## src/rtl/pwm_regs_pkg.sv

```systemverilog
// Shared definitions for the PWM peripheral register map and the ramp
// sequencer: register addresses, control-register bit positions, the
// control encodings the sequencer writes, and the sequencer state type.
package pwm_regs_pkg;

  localparam int DATA_W = 16;

  // Slave register addresses of the PWM peripheral
  localparam logic [DATA_W-1:0] REG_CTRL = 16'd0;
  localparam logic [DATA_W-1:0] REG_DIV  = 16'd2;
  localparam logic [DATA_W-1:0] REG_PER  = 16'd4;
  localparam logic [DATA_W-1:0] REG_DC   = 16'd6;

  // Control register bit positions
  localparam int CTRL_EXTCLK = 0;
  localparam int CTRL_PWM    = 1;
  localparam int CTRL_START  = 2;
  localparam int CTRL_CONT   = 3;
  localparam int CTRL_OE     = 4;
  localparam int CTRL_INT    = 5;
  localparam int CTRL_EXTDC  = 6;
  localparam int CTRL_RST    = 7;

  // Control encodings: counter reset, run (PWM mode + start + output on,
  // reset bit clear), and fully off.
  localparam logic [DATA_W-1:0] CTRL_RESET = DATA_W'(1) << CTRL_RST;
  localparam logic [DATA_W-1:0] CTRL_RUN   = (DATA_W'(1) << CTRL_PWM) |
                                             (DATA_W'(1) << CTRL_START) |
                                             (DATA_W'(1) << CTRL_OE);
  localparam logic [DATA_W-1:0] CTRL_OFF   = '0;

  typedef enum logic [3:0] {
    S_IDLE,
    S_W_RST,
    S_W_DIV,
    S_W_PER,
    S_W_DC,
    S_W_EN,
    S_HOLD,
    S_FIN,
    S_W_STOP
  } ramp_state_e;

endpackage

```

## src/rtl/pwm_ramp_ctrl_if.sv

```systemverilog
// Wishbone write bus between the ramp sequencer (master) and one PWM
// peripheral (slave).
//   cyc, stb, we : cycle / strobe / write enable from the master
//   adr, data    : register address and write data from the master
//   ack          : acknowledge from the slave
interface pwm_ramp_ctrl_if;
  import pwm_regs_pkg::*;

  logic              cyc;
  logic              stb;
  logic              we;
  logic [DATA_W-1:0] adr;
  logic [DATA_W-1:0] data;
  logic              ack;

  modport master (output cyc, output stb, output we, output adr, output data, input ack);
  modport slave  (input cyc, input stb, input we, input adr, input data, output ack);

endinterface

```

## src/rtl/wb_single_write.sv

```systemverilog
// Single-beat Wishbone write master with acknowledge timeout.
//   clk, rst_n        : clock, asynchronous active-low reset
//   go                : start a write (accepted only when idle)
//   adr_in, data_in   : address/data captured on go
//   ack               : slave acknowledge
//   cyc, stb, we      : bus control, high for the whole write
//   adr, data         : held stable for the whole write
//   busy              : a write is in flight
//   done              : ack seen this cycle; the write ends at this edge
//   timeout           : last allowed cycle passed without ack; write ends
module wb_single_write
  import pwm_regs_pkg::*;
#(
  parameter int ACK_TIMEOUT = 16
) (
  input  logic              clk,
  input  logic              rst_n,
  input  logic              go,
  input  logic [DATA_W-1:0] adr_in,
  input  logic [DATA_W-1:0] data_in,
  input  logic              ack,
  output logic              cyc,
  output logic              stb,
  output logic              we,
  output logic [DATA_W-1:0] adr,
  output logic [DATA_W-1:0] data,
  output logic              busy,
  output logic              done,
  output logic              timeout
);

  localparam int CW = (ACK_TIMEOUT > 2) ? $clog2(ACK_TIMEOUT) : 1;
  localparam logic [CW-1:0] LAST = CW'(ACK_TIMEOUT - 1);

  logic          act;
  logic [CW-1:0] cnt;

  always_ff @(posedge clk or negedge rst_n) begin
    if (!rst_n) begin
      act  <= 1'b0;
      cnt  <= '0;
      adr  <= '0;
      data <= '0;
    end else if (!act) begin
      if (go) begin
        act  <= 1'b1;
        cnt  <= '0;
        adr  <= adr_in;
        data <= data_in;
      end
    end else if (ack || (cnt == LAST)) begin
      act <= 1'b0;
    end else begin
      cnt <= cnt + 1'b1;
    end
  end

  assign cyc     = act;
  assign stb     = act;
  assign we      = act;
  assign busy    = act;
  assign done    = act & ack;
  // cnt == LAST marks the ACK_TIMEOUT-th strobe cycle
  assign timeout = act & ~ack & (cnt == LAST);

endmodule

```

## src/rtl/pwm_ramp_ctrl.sv

```systemverilog
// Wishbone master that programs one PWM peripheral and ramps its duty cycle.
//   i_wb_clk, i_wb_rst_n : clock, asynchronous active-low reset
//   i_start, i_stop      : sequence start / abort pulses (stop wins)
//   i_divisor, i_period  : values written to the divisor / period registers
//   i_dc_start, i_dc_end : first and final duty cycle
//   i_dc_step, i_hold    : step magnitude, clocks held per step (0 acts as 1)
//   wb                   : master side of the PWM register bus
//   o_busy, o_done       : sequence active / ramp finished pulse
//   o_err                : sticky ack timeout, cleared by an accepted start
//   o_dc_cur             : duty cycle most recently acknowledged
module pwm_ramp_ctrl
  import pwm_regs_pkg::*;
#(
  parameter logic [DATA_W-1:0] ADR_CTRL    = REG_CTRL,
  parameter logic [DATA_W-1:0] ADR_DIV     = REG_DIV,
  parameter logic [DATA_W-1:0] ADR_PER     = REG_PER,
  parameter logic [DATA_W-1:0] ADR_DC      = REG_DC,
  parameter int                ACK_TIMEOUT = 16
) (
  input  logic              i_wb_clk,
  input  logic              i_wb_rst_n,
  input  logic              i_start,
  input  logic              i_stop,
  input  logic [DATA_W-1:0] i_divisor,
  input  logic [DATA_W-1:0] i_period,
  input  logic [DATA_W-1:0] i_dc_start,
  input  logic [DATA_W-1:0] i_dc_end,
  input  logic [DATA_W-1:0] i_dc_step,
  input  logic [DATA_W-1:0] i_hold,
  pwm_ramp_ctrl_if.master   wb,
  output logic              o_busy,
  output logic              o_done,
  output logic              o_err,
  output logic [DATA_W-1:0] o_dc_cur
);

  ramp_state_e state_q, state_d;

  logic [DATA_W-1:0] div_q, per_q, end_q, step_q, hmax_q, dc_wr_q, hold_cnt_q;
  logic              up_q, running_q, stop_pend_q, err_q;
  logic [DATA_W-1:0] dc_cur_q;

  logic              wr_go, wr_busy, wr_done, wr_timeout;
  logic [DATA_W-1:0] wr_adr, wr_data;
  logic              accept_start, stop_now, is_write;

  // Next ramp value computed one bit wide so carry/borrow is visible;
  // passing the target or wrapping clamps to the target.
  function automatic logic [DATA_W-1:0] next_dc(input logic [DATA_W-1:0] cur,
                                                input logic [DATA_W-1:0] step,
                                                input logic [DATA_W-1:0] tgt,
                                                input logic              up);
    logic [DATA_W:0] s;
    if (up) begin
      s = {1'b0, cur} + {1'b0, step};
      if (s[DATA_W] || (s[DATA_W-1:0] > tgt)) return tgt;
    end else begin
      s = {1'b0, cur} - {1'b0, step};
      if (s[DATA_W] || (s[DATA_W-1:0] < tgt)) return tgt;
    end
    return s[DATA_W-1:0];
  endfunction

  function automatic ramp_state_e seq_next(input ramp_state_e s, input logic running);
    case (s)
      S_W_RST: return S_W_DIV;
      S_W_DIV: return S_W_PER;
      S_W_PER: return S_W_DC;
      S_W_DC:  return running ? S_HOLD : S_W_EN;
      S_W_EN:  return S_HOLD;
      default: return S_IDLE;
    endcase
  endfunction

  assign accept_start = (state_q == S_IDLE) && i_start && !i_stop;
  assign stop_now     = i_stop || stop_pend_q;
  assign is_write     = (state_q == S_W_RST) || (state_q == S_W_DIV) ||
                        (state_q == S_W_PER) || (state_q == S_W_DC)  ||
                        (state_q == S_W_EN)  || (state_q == S_W_STOP);

  wb_single_write #(.ACK_TIMEOUT(ACK_TIMEOUT)) u_wr (
    .clk     (i_wb_clk),
    .rst_n   (i_wb_rst_n),
    .go      (wr_go),
    .adr_in  (wr_adr),
    .data_in (wr_data),
    .ack     (wb.ack),
    .cyc     (wb.cyc),
    .stb     (wb.stb),
    .we      (wb.we),
    .adr     (wb.adr),
    .data    (wb.data),
    .busy    (wr_busy),
    .done    (wr_done),
    .timeout (wr_timeout)
  );

  always_comb begin
    wr_adr  = ADR_CTRL;
    wr_data = CTRL_OFF;
    case (state_q)
      S_W_RST: begin wr_adr = ADR_CTRL; wr_data = CTRL_RESET; end
      S_W_DIV: begin wr_adr = ADR_DIV;  wr_data = div_q;      end
      S_W_PER: begin wr_adr = ADR_PER;  wr_data = per_q;      end
      S_W_DC:  begin wr_adr = ADR_DC;   wr_data = dc_wr_q;    end
      S_W_EN:  begin wr_adr = ADR_CTRL; wr_data = CTRL_RUN;   end
      default: begin wr_adr = ADR_CTRL; wr_data = CTRL_OFF;   end
    endcase
  end

  always_comb begin
    state_d = state_q;
    wr_go   = 1'b0;
    case (state_q)
      S_IDLE: begin
        if (i_stop)       state_d = S_W_STOP;
        else if (i_start) state_d = S_W_RST;
      end
      S_HOLD: begin
        if (i_stop)
          state_d = S_W_STOP;
        else if (hold_cnt_q == hmax_q - 1'b1)
          state_d = ((dc_wr_q == end_q) || (step_q == '0)) ? S_FIN : S_W_DC;
      end
      S_FIN: state_d = S_IDLE;
      default: begin
        if (is_write) begin
          // A launched write always runs to ack or timeout before a stop acts
          if (wr_timeout)
            state_d = S_IDLE;
          else if (wr_done)
            state_d = (stop_now && state_q != S_W_STOP) ? S_W_STOP
                                                        : seq_next(state_q, running_q);
          else if (!wr_busy) begin
            if (i_stop && state_q != S_W_STOP) state_d = S_W_STOP;
            else                               wr_go   = 1'b1;
          end
        end else begin
          state_d = S_IDLE;
        end
      end
    endcase
  end

  // Control state
  always_ff @(posedge i_wb_clk or negedge i_wb_rst_n) begin
    if (!i_wb_rst_n) begin
      state_q     <= S_IDLE;
      err_q       <= 1'b0;
      stop_pend_q <= 1'b0;
      running_q   <= 1'b0;
      hold_cnt_q  <= '0;
      dc_cur_q    <= '0;
    end else begin
      state_q <= state_d;

      if (accept_start)    err_q <= 1'b0;
      else if (wr_timeout) err_q <= 1'b1;

      if (state_d != state_q)
        stop_pend_q <= 1'b0;
      else if (i_stop && wr_busy && !wr_done && !wr_timeout && state_q != S_W_STOP)
        stop_pend_q <= 1'b1;

      if (state_q == S_IDLE)                   running_q <= 1'b0;
      else if (state_q == S_W_EN && wr_done)   running_q <= 1'b1;

      hold_cnt_q <= (state_q == S_HOLD) ? hold_cnt_q + 1'b1 : '0;

      if (state_q == S_W_DC && wr_done) dc_cur_q <= dc_wr_q;
    end
  end

  // Latched configuration and the pending duty-cycle value
  always_ff @(posedge i_wb_clk) begin
    if (accept_start) begin
      div_q   <= i_divisor;
      per_q   <= i_period;
      end_q   <= i_dc_end;
      step_q  <= i_dc_step;
      hmax_q  <= (i_hold == '0) ? DATA_W'(1) : i_hold;
      up_q    <= (i_dc_end >= i_dc_start);
      dc_wr_q <= i_dc_start;
    end else if (state_q == S_HOLD && state_d == S_W_DC) begin
      dc_wr_q <= next_dc(dc_wr_q, step_q, end_q, up_q);
    end
  end

  assign o_busy   = (state_q != S_IDLE);
  assign o_done   = (state_q == S_FIN);
  assign o_err    = err_q;
  assign o_dc_cur = dc_cur_q;

endmodule

```

## src/flat_wrapper.sv

```systemverilog
// flat-port wrapper written by rule: the top's interface ports become plain ports
module pwm_ramp_ctrl_flat import pwm_regs_pkg::*;
#(
  parameter logic [DATA_W-1:0] ADR_CTRL    = REG_CTRL,
  parameter logic [DATA_W-1:0] ADR_DIV     = REG_DIV,
  parameter logic [DATA_W-1:0] ADR_PER     = REG_PER,
  parameter logic [DATA_W-1:0] ADR_DC      = REG_DC,
  parameter int                ACK_TIMEOUT = 16
)
  (i_wb_clk, i_wb_rst_n, i_start, i_stop, i_divisor, i_period, i_dc_start, i_dc_end, i_dc_step, i_hold, o_busy, o_done, o_err, o_dc_cur, wb_cyc, wb_stb, wb_we, wb_adr, wb_data, wb_ack);
  pwm_ramp_ctrl_if wb_i ();
  input  logic i_wb_clk;
  input  logic i_wb_rst_n;
  input  logic i_start;
  input  logic i_stop;
  input  logic [DATA_W-1:0] i_divisor;
  input  logic [DATA_W-1:0] i_period;
  input  logic [DATA_W-1:0] i_dc_start;
  input  logic [DATA_W-1:0] i_dc_end;
  input  logic [DATA_W-1:0] i_dc_step;
  input  logic [DATA_W-1:0] i_hold;
  output logic o_busy;
  output logic o_done;
  output logic o_err;
  output logic [DATA_W-1:0] o_dc_cur;
  output wire logic [$bits(wb_i.cyc)-1:0] wb_cyc;
  output wire logic [$bits(wb_i.stb)-1:0] wb_stb;
  output wire logic [$bits(wb_i.we)-1:0] wb_we;
  output wire logic [$bits(wb_i.adr)-1:0] wb_adr;
  output wire logic [$bits(wb_i.data)-1:0] wb_data;
  input wire logic [$bits(wb_i.ack)-1:0] wb_ack;
  assign wb_cyc = wb_i.cyc;
  assign wb_stb = wb_i.stb;
  assign wb_we = wb_i.we;
  assign wb_adr = wb_i.adr;
  assign wb_data = wb_i.data;
  assign wb_i.ack = wb_ack;
  pwm_ramp_ctrl #(.ADR_CTRL(ADR_CTRL), .ADR_DIV(ADR_DIV), .ADR_PER(ADR_PER), .ADR_DC(ADR_DC), .ACK_TIMEOUT(ACK_TIMEOUT)) u_core (.i_wb_clk(i_wb_clk), .i_wb_rst_n(i_wb_rst_n), .i_start(i_start), .i_stop(i_stop), .i_divisor(i_divisor), .i_period(i_period), .i_dc_start(i_dc_start), .i_dc_end(i_dc_end), .i_dc_step(i_dc_step), .i_hold(i_hold), .wb(wb_i), .o_busy(o_busy), .o_done(o_done), .o_err(o_err), .o_dc_cur(o_dc_cur));
endmodule
```

## config.mk

```make
export PLATFORM = sky130hd
export DESIGN_NAME = pwm_ramp_ctrl_flat
export DESIGN_NICKNAME = d
export VERILOG_FILES = /design/src/rtl/pwm_regs_pkg.sv /design/src/rtl/pwm_ramp_ctrl_if.sv /design/src/rtl/wb_single_write.sv /design/src/rtl/pwm_ramp_ctrl.sv /design/src/flat_wrapper.sv
export SDC_FILE = /design/constraint.sdc
export NUM_CORES = 1
export LEC_CHECK = 0
export ABC_CLOCK_PERIOD_IN_PS = 4600
export CAP_MARGIN = 30
export CORE_MARGIN = 5
export CORE_UTILIZATION = 51
export CTS_BUF_LIST = sky130_fd_sc_hd__clkbuf_8
export CTS_CLUSTER_DIAMETER = 60
export CTS_CLUSTER_SIZE = 10
export DETAILED_ROUTE_END_ITERATION = 10
export PLACE_DENSITY = 0.79
export SYNTH_ARGS = -nofsm -noshare
export SYNTH_HDL_FRONTEND = slang
export SYNTH_SLANG_ARGS = --single-unit
```

## constraint.sdc

```tcl
create_clock -name i_wb_clk -period 4.6 [get_ports i_wb_clk]
set_input_delay 0.69 -clock i_wb_clk [delete_from_list [all_inputs] [get_ports i_wb_clk]]
set_output_delay 0.69 -clock i_wb_clk [all_outputs]
set_load 0.01 [all_outputs]
```

==> out/results.tsv, run 1 <==
metric	value	unit
DRT iter0 DRCs	758	
largest net degree at the start of global routing	57	
Root Buffer	clkbuf_8	
TritonCTS Buffers	17	
drt pass-1 iters	5	
Worst EP required	4.92	ns
Routed Antenna Nets	0	
cell breakdown of the critical path	buf_12 > ha_1 > nor2_2 > a221oi_4 > buf_4 > o311a_4 > o2111ai_4 > a31oi_2 > xnor2_1 > ha_1 > a211o_1 > or3_1 > nor4_2 > o22ai_1 > o21a_1 > buf_12 > buf_4 > or3_1 > o211ai_1	
Routed WL per cell	19.5	µm
chip width	153	µm
CP max stage cell	edfxtp_1	
NetSw	2.39	mW
DR DRC count	0	
vias in the first global route	8461	
site row count	52	
fin crit period	4.52	ns
die area	23300	µm²
Final Cell Area	13100	µm²
P_int	3.57	mW
register bit count reported by yosys	159	
insertion delay to the later sink of the worst-skew pair	0.47	ns
core area	20200	µm²
most common cell after layout, fill and taps aside	clkdlybuf4s50_1	
sequential share of the synthesized area	43.0	%
Least-Margin Pin Slew	0.898	ns
most frequent cells in the layout	clkdlybuf4s50_1 (139), edfxtp_1 (97), nor2_1 (76), ha_1 (76), nand2_1 (72)	
clock skew	0.0212	ns
Leak	5.41	nW
slew margin rel.	40.2	%
Ant. Diodes	0	
die height	153	µm
H-tree depth	4	
CP max stage delay	0.45	ns
crit path launch type	flop	
Worst VDD drop	0.278	mV
Reg power frac	32.9	%
CTS tree	yes	
Final Setup Violations	0	
status	completed	
first-pass GRT wire length	45000	µm
Synth cell types	78	
CTS sink cnt	159	
critical path fanouts, max	10	
Power Density	455	nW/µm²
non-filler instance count after layout	1485	
Crit Path Category	reg -> reg	
top_reg_cell synth	edfxtp_1	
Hold-fix buffers, CTS	0	
highest clock rate	221	MHz
mapped cell area	10400	µm²
Sw Ratio	40.1	%
crit path buf inv count	4	
placed cell count	1438	
Clk pwr share	19.6	%
syn_area_per_cell	10.0	µm²
Crit path arrival time	4.84	ns
vias	8741	
I/O pins	155	
Post-synth EDFFs	97	
Longest Clk Path Bufs	2	
CP delay by family, top	compound AO/OA/AOI/OAI gates	
HPWL after detailed placement	21800	µm
grt total ovfl	0	
area grow syn2layout	25.9	%
final hold viol count	0	
Critical Path Sink Type	flop	
Mapped Cells	1039	
Reg2Reg Setup Slack	0.08	ns
RePlAce Congestion	0.921	
GRT Util Overall	23.9	%
max-slew violation count	0	
Hold Crit Class	in -> async	
warnings from Yosys	0	
max_cap viols	0	
final period utilization	98.2	%
Placed Area	12200	µm²
clk slew on worst S/H paths	0.11	ns
Comb power frac	47.5	%
async set-or-reset flop fraction in the synthesized netlist	39.0	%
post-DR vias/cell	5.89	
Routed WL	28900	µm
Nets	1387	
antenna violations before repair	0	
Port Buf Inserts	140	
share of layout cells above drive strength 1	14.8	%
Initial Utilization	51.5	%
[power groups by stage]
| stage | Sequential [mW] | Clock (mW) | Combinational, mW |
|---|---|---|---|
| floorplan | 1.91 | 0 | 1.70 |
| global placement | 1.97 | 0 | 2.48 |
| detailed placement | 1.98 | 0 | 2.53 |
| CTS | 1.95 | 1.18 | 2.55 |
| global route | 1.98 | 1.23 | 3.08 |
| finish | 1.96 | 1.16 | 2.83 |
[metrics by stage]
step | hold slack [ns] | power, mW | TNS (ns) | utilization [%] | setup slack [ns]
floorplan | 0.394 | 3.61 | 0 | - | 0.154
global placement | 0.481 | 4.46 | 0 | 60.7 | 0.150
detailed placement | 0.492 | 4.51 | 0 | 60.7 | 0.0467
CTS | 0.356 | 5.68 | 0 | 63.0 | 0.0216
global route | 0.424 | 6.29 | -0.202 | 64.8 | -0.0498
finish | 0.335 | 5.95 | 0 | 64.8 | 0.0819
[cells in the mapped netlist, types with 9 or more instances]
| library cell | number | share of area, % |
|---|---|---|
| a21oi_1 | 52 | 2.5 |
| xor2_1 | 34 | 2.9 |
| buf_4 | 16 | 1.2 |
| dfrtp_1 | 62 | 15 |
| xnor2_1 | 39 | 3.3 |
| nor2b_1 | 10 | 0.60 |
| or3_1 | 10 | 0.60 |
| mux2_2 | 22 | 2.4 |
| inv_1 | 72 | 2.6 |
| clkbuf_1 | 49 | 1.8 |
| a22o_1 | 16 | 1.3 |
| o211ai_1 | 13 | 0.94 |
| a22oi_1 | 14 | 1.0 |
| nand3_1 | 20 | 0.96 |
| o21ai_0 | 40 | 1.9 |
| mux2i_1 | 13 | 1.3 |
| nand2_1 | 73 | 2.6 |
| a211oi_1 | 9 | 0.65 |
| nor2_1 | 79 | 2.9 |
| nand2b_1 | 18 | 1.1 |
| nor3_1 | 15 | 0.72 |
| a21o_1 | 16 | 1.2 |
| ha_1 | 82 | 9.9 |
| edfxtp_1 | 97 | 28 |
| nor4_1 | 25 | 1.5 |
[what timing repair did]
item	CTS	global route
setup endpoints to repair	1	16
pin swaps	0	22
gates resized for setup	1	52
endpoints found under the hold margin	0	0
setup buffers	0	15
[logic make-up (layout without fill, tap and decap cells)]
logic type | after synthesis | after routing | share of synthesized area [%]
simple gates | 298 | 298 | 14.6
compound gates | 239 | 239 | 16.1
flops | 159 | 159 | 43.0
buf+inv | 150 | 313 | 6.22
fa+ha+maj | 84 | 84 | 10.3
xor+xnor | 73 | 73 | 6.16
mux | 35 | 35 | 3.64
other cells | 1 | 14 | 0.0361
[path summary, 6_finish.rpt]
| path | from | endpoint | cells after the start |
|---|---|---|---|
| worst max-delay path | u_core.dc_wr_q[1]$_DFFE_PP_ | u_core.dc_wr_q[12]$_DFFE_PP_ | 19 |
| worst min-delay path | i_wb_rst_n | u_core.hold_cnt_q[7]$_DFF_PN0_ | 1 |
| worst max register to register | u_core.dc_wr_q[1]$_DFFE_PP_ | u_core.dc_wr_q[12]$_DFFE_PP_ | 19 |
| worst min register to register | u_core.o_err$_DFFE_PN0P_ | u_core.o_err$_DFFE_PN0P_ | 2 |
| max in group asynchronous | i_wb_rst_n | u_core.o_dc_cur[12]$_DFFE_PN0P_ | 2 |
| min in group i_wb_clk | u_core.o_err$_DFFE_PN0P_ | u_core.o_err$_DFFE_PN0P_ | 2 |
[cell type report]
| type | count | area (µm²) |
|---|---|---|
| Sequential cell | 159 | 4460 |
| Multi-Input combinational cell | 743 | 5600 |
| Timing Repair Buffer | 207 | 1940 |
| Fill cell | 1618 | 7090 |
| Tap cell | 270 | 338 |
| Inverter | 74 | 280 |
| Clock inverter | 15 | 216 |
| Clock buffer | 17 | 234 |
[metal layers]
metal / wire length (µm) / track usage (%) / vias up
met5: 0 / 0 / -
met4: 668 / 7.38 / 0
met3: 1680 / 2.78 / 56
met2: 14500 / 40.6 / 365
met1: 12100 / 32.1 / 4244
li1: - / - / 4076
[registers in the layout (all words and copies together), names as in the netlist, 2 cells and up]
| signal | cells |
|---|---|
| u_core.hmax_q | 16 |
| u_core.u_wr.adr | 2 |
| u_core.state_q | 4 |
| u_core.step_q | 16 |
| u_core.o_dc_cur | 16 |
| u_core.u_wr.data | 16 |
| u_core.div_q | 16 |
| u_core.per_q | 16 |
| u_core.end_q | 16 |
| u_core.hold_cnt_q | 16 |
| u_core.u_wr.cnt | 4 |
| u_core.dc_wr_q | 16 |
Note: power is estimated with default switching activity, not from simulation.
==> run 2, diff against run 1 <==
Settings changed: CTS_CLUSTER_SIZE 10 to 24.
==> results of run 2 <==
Same layout as run 1: the final DEF is identical, and so are final timing and power.
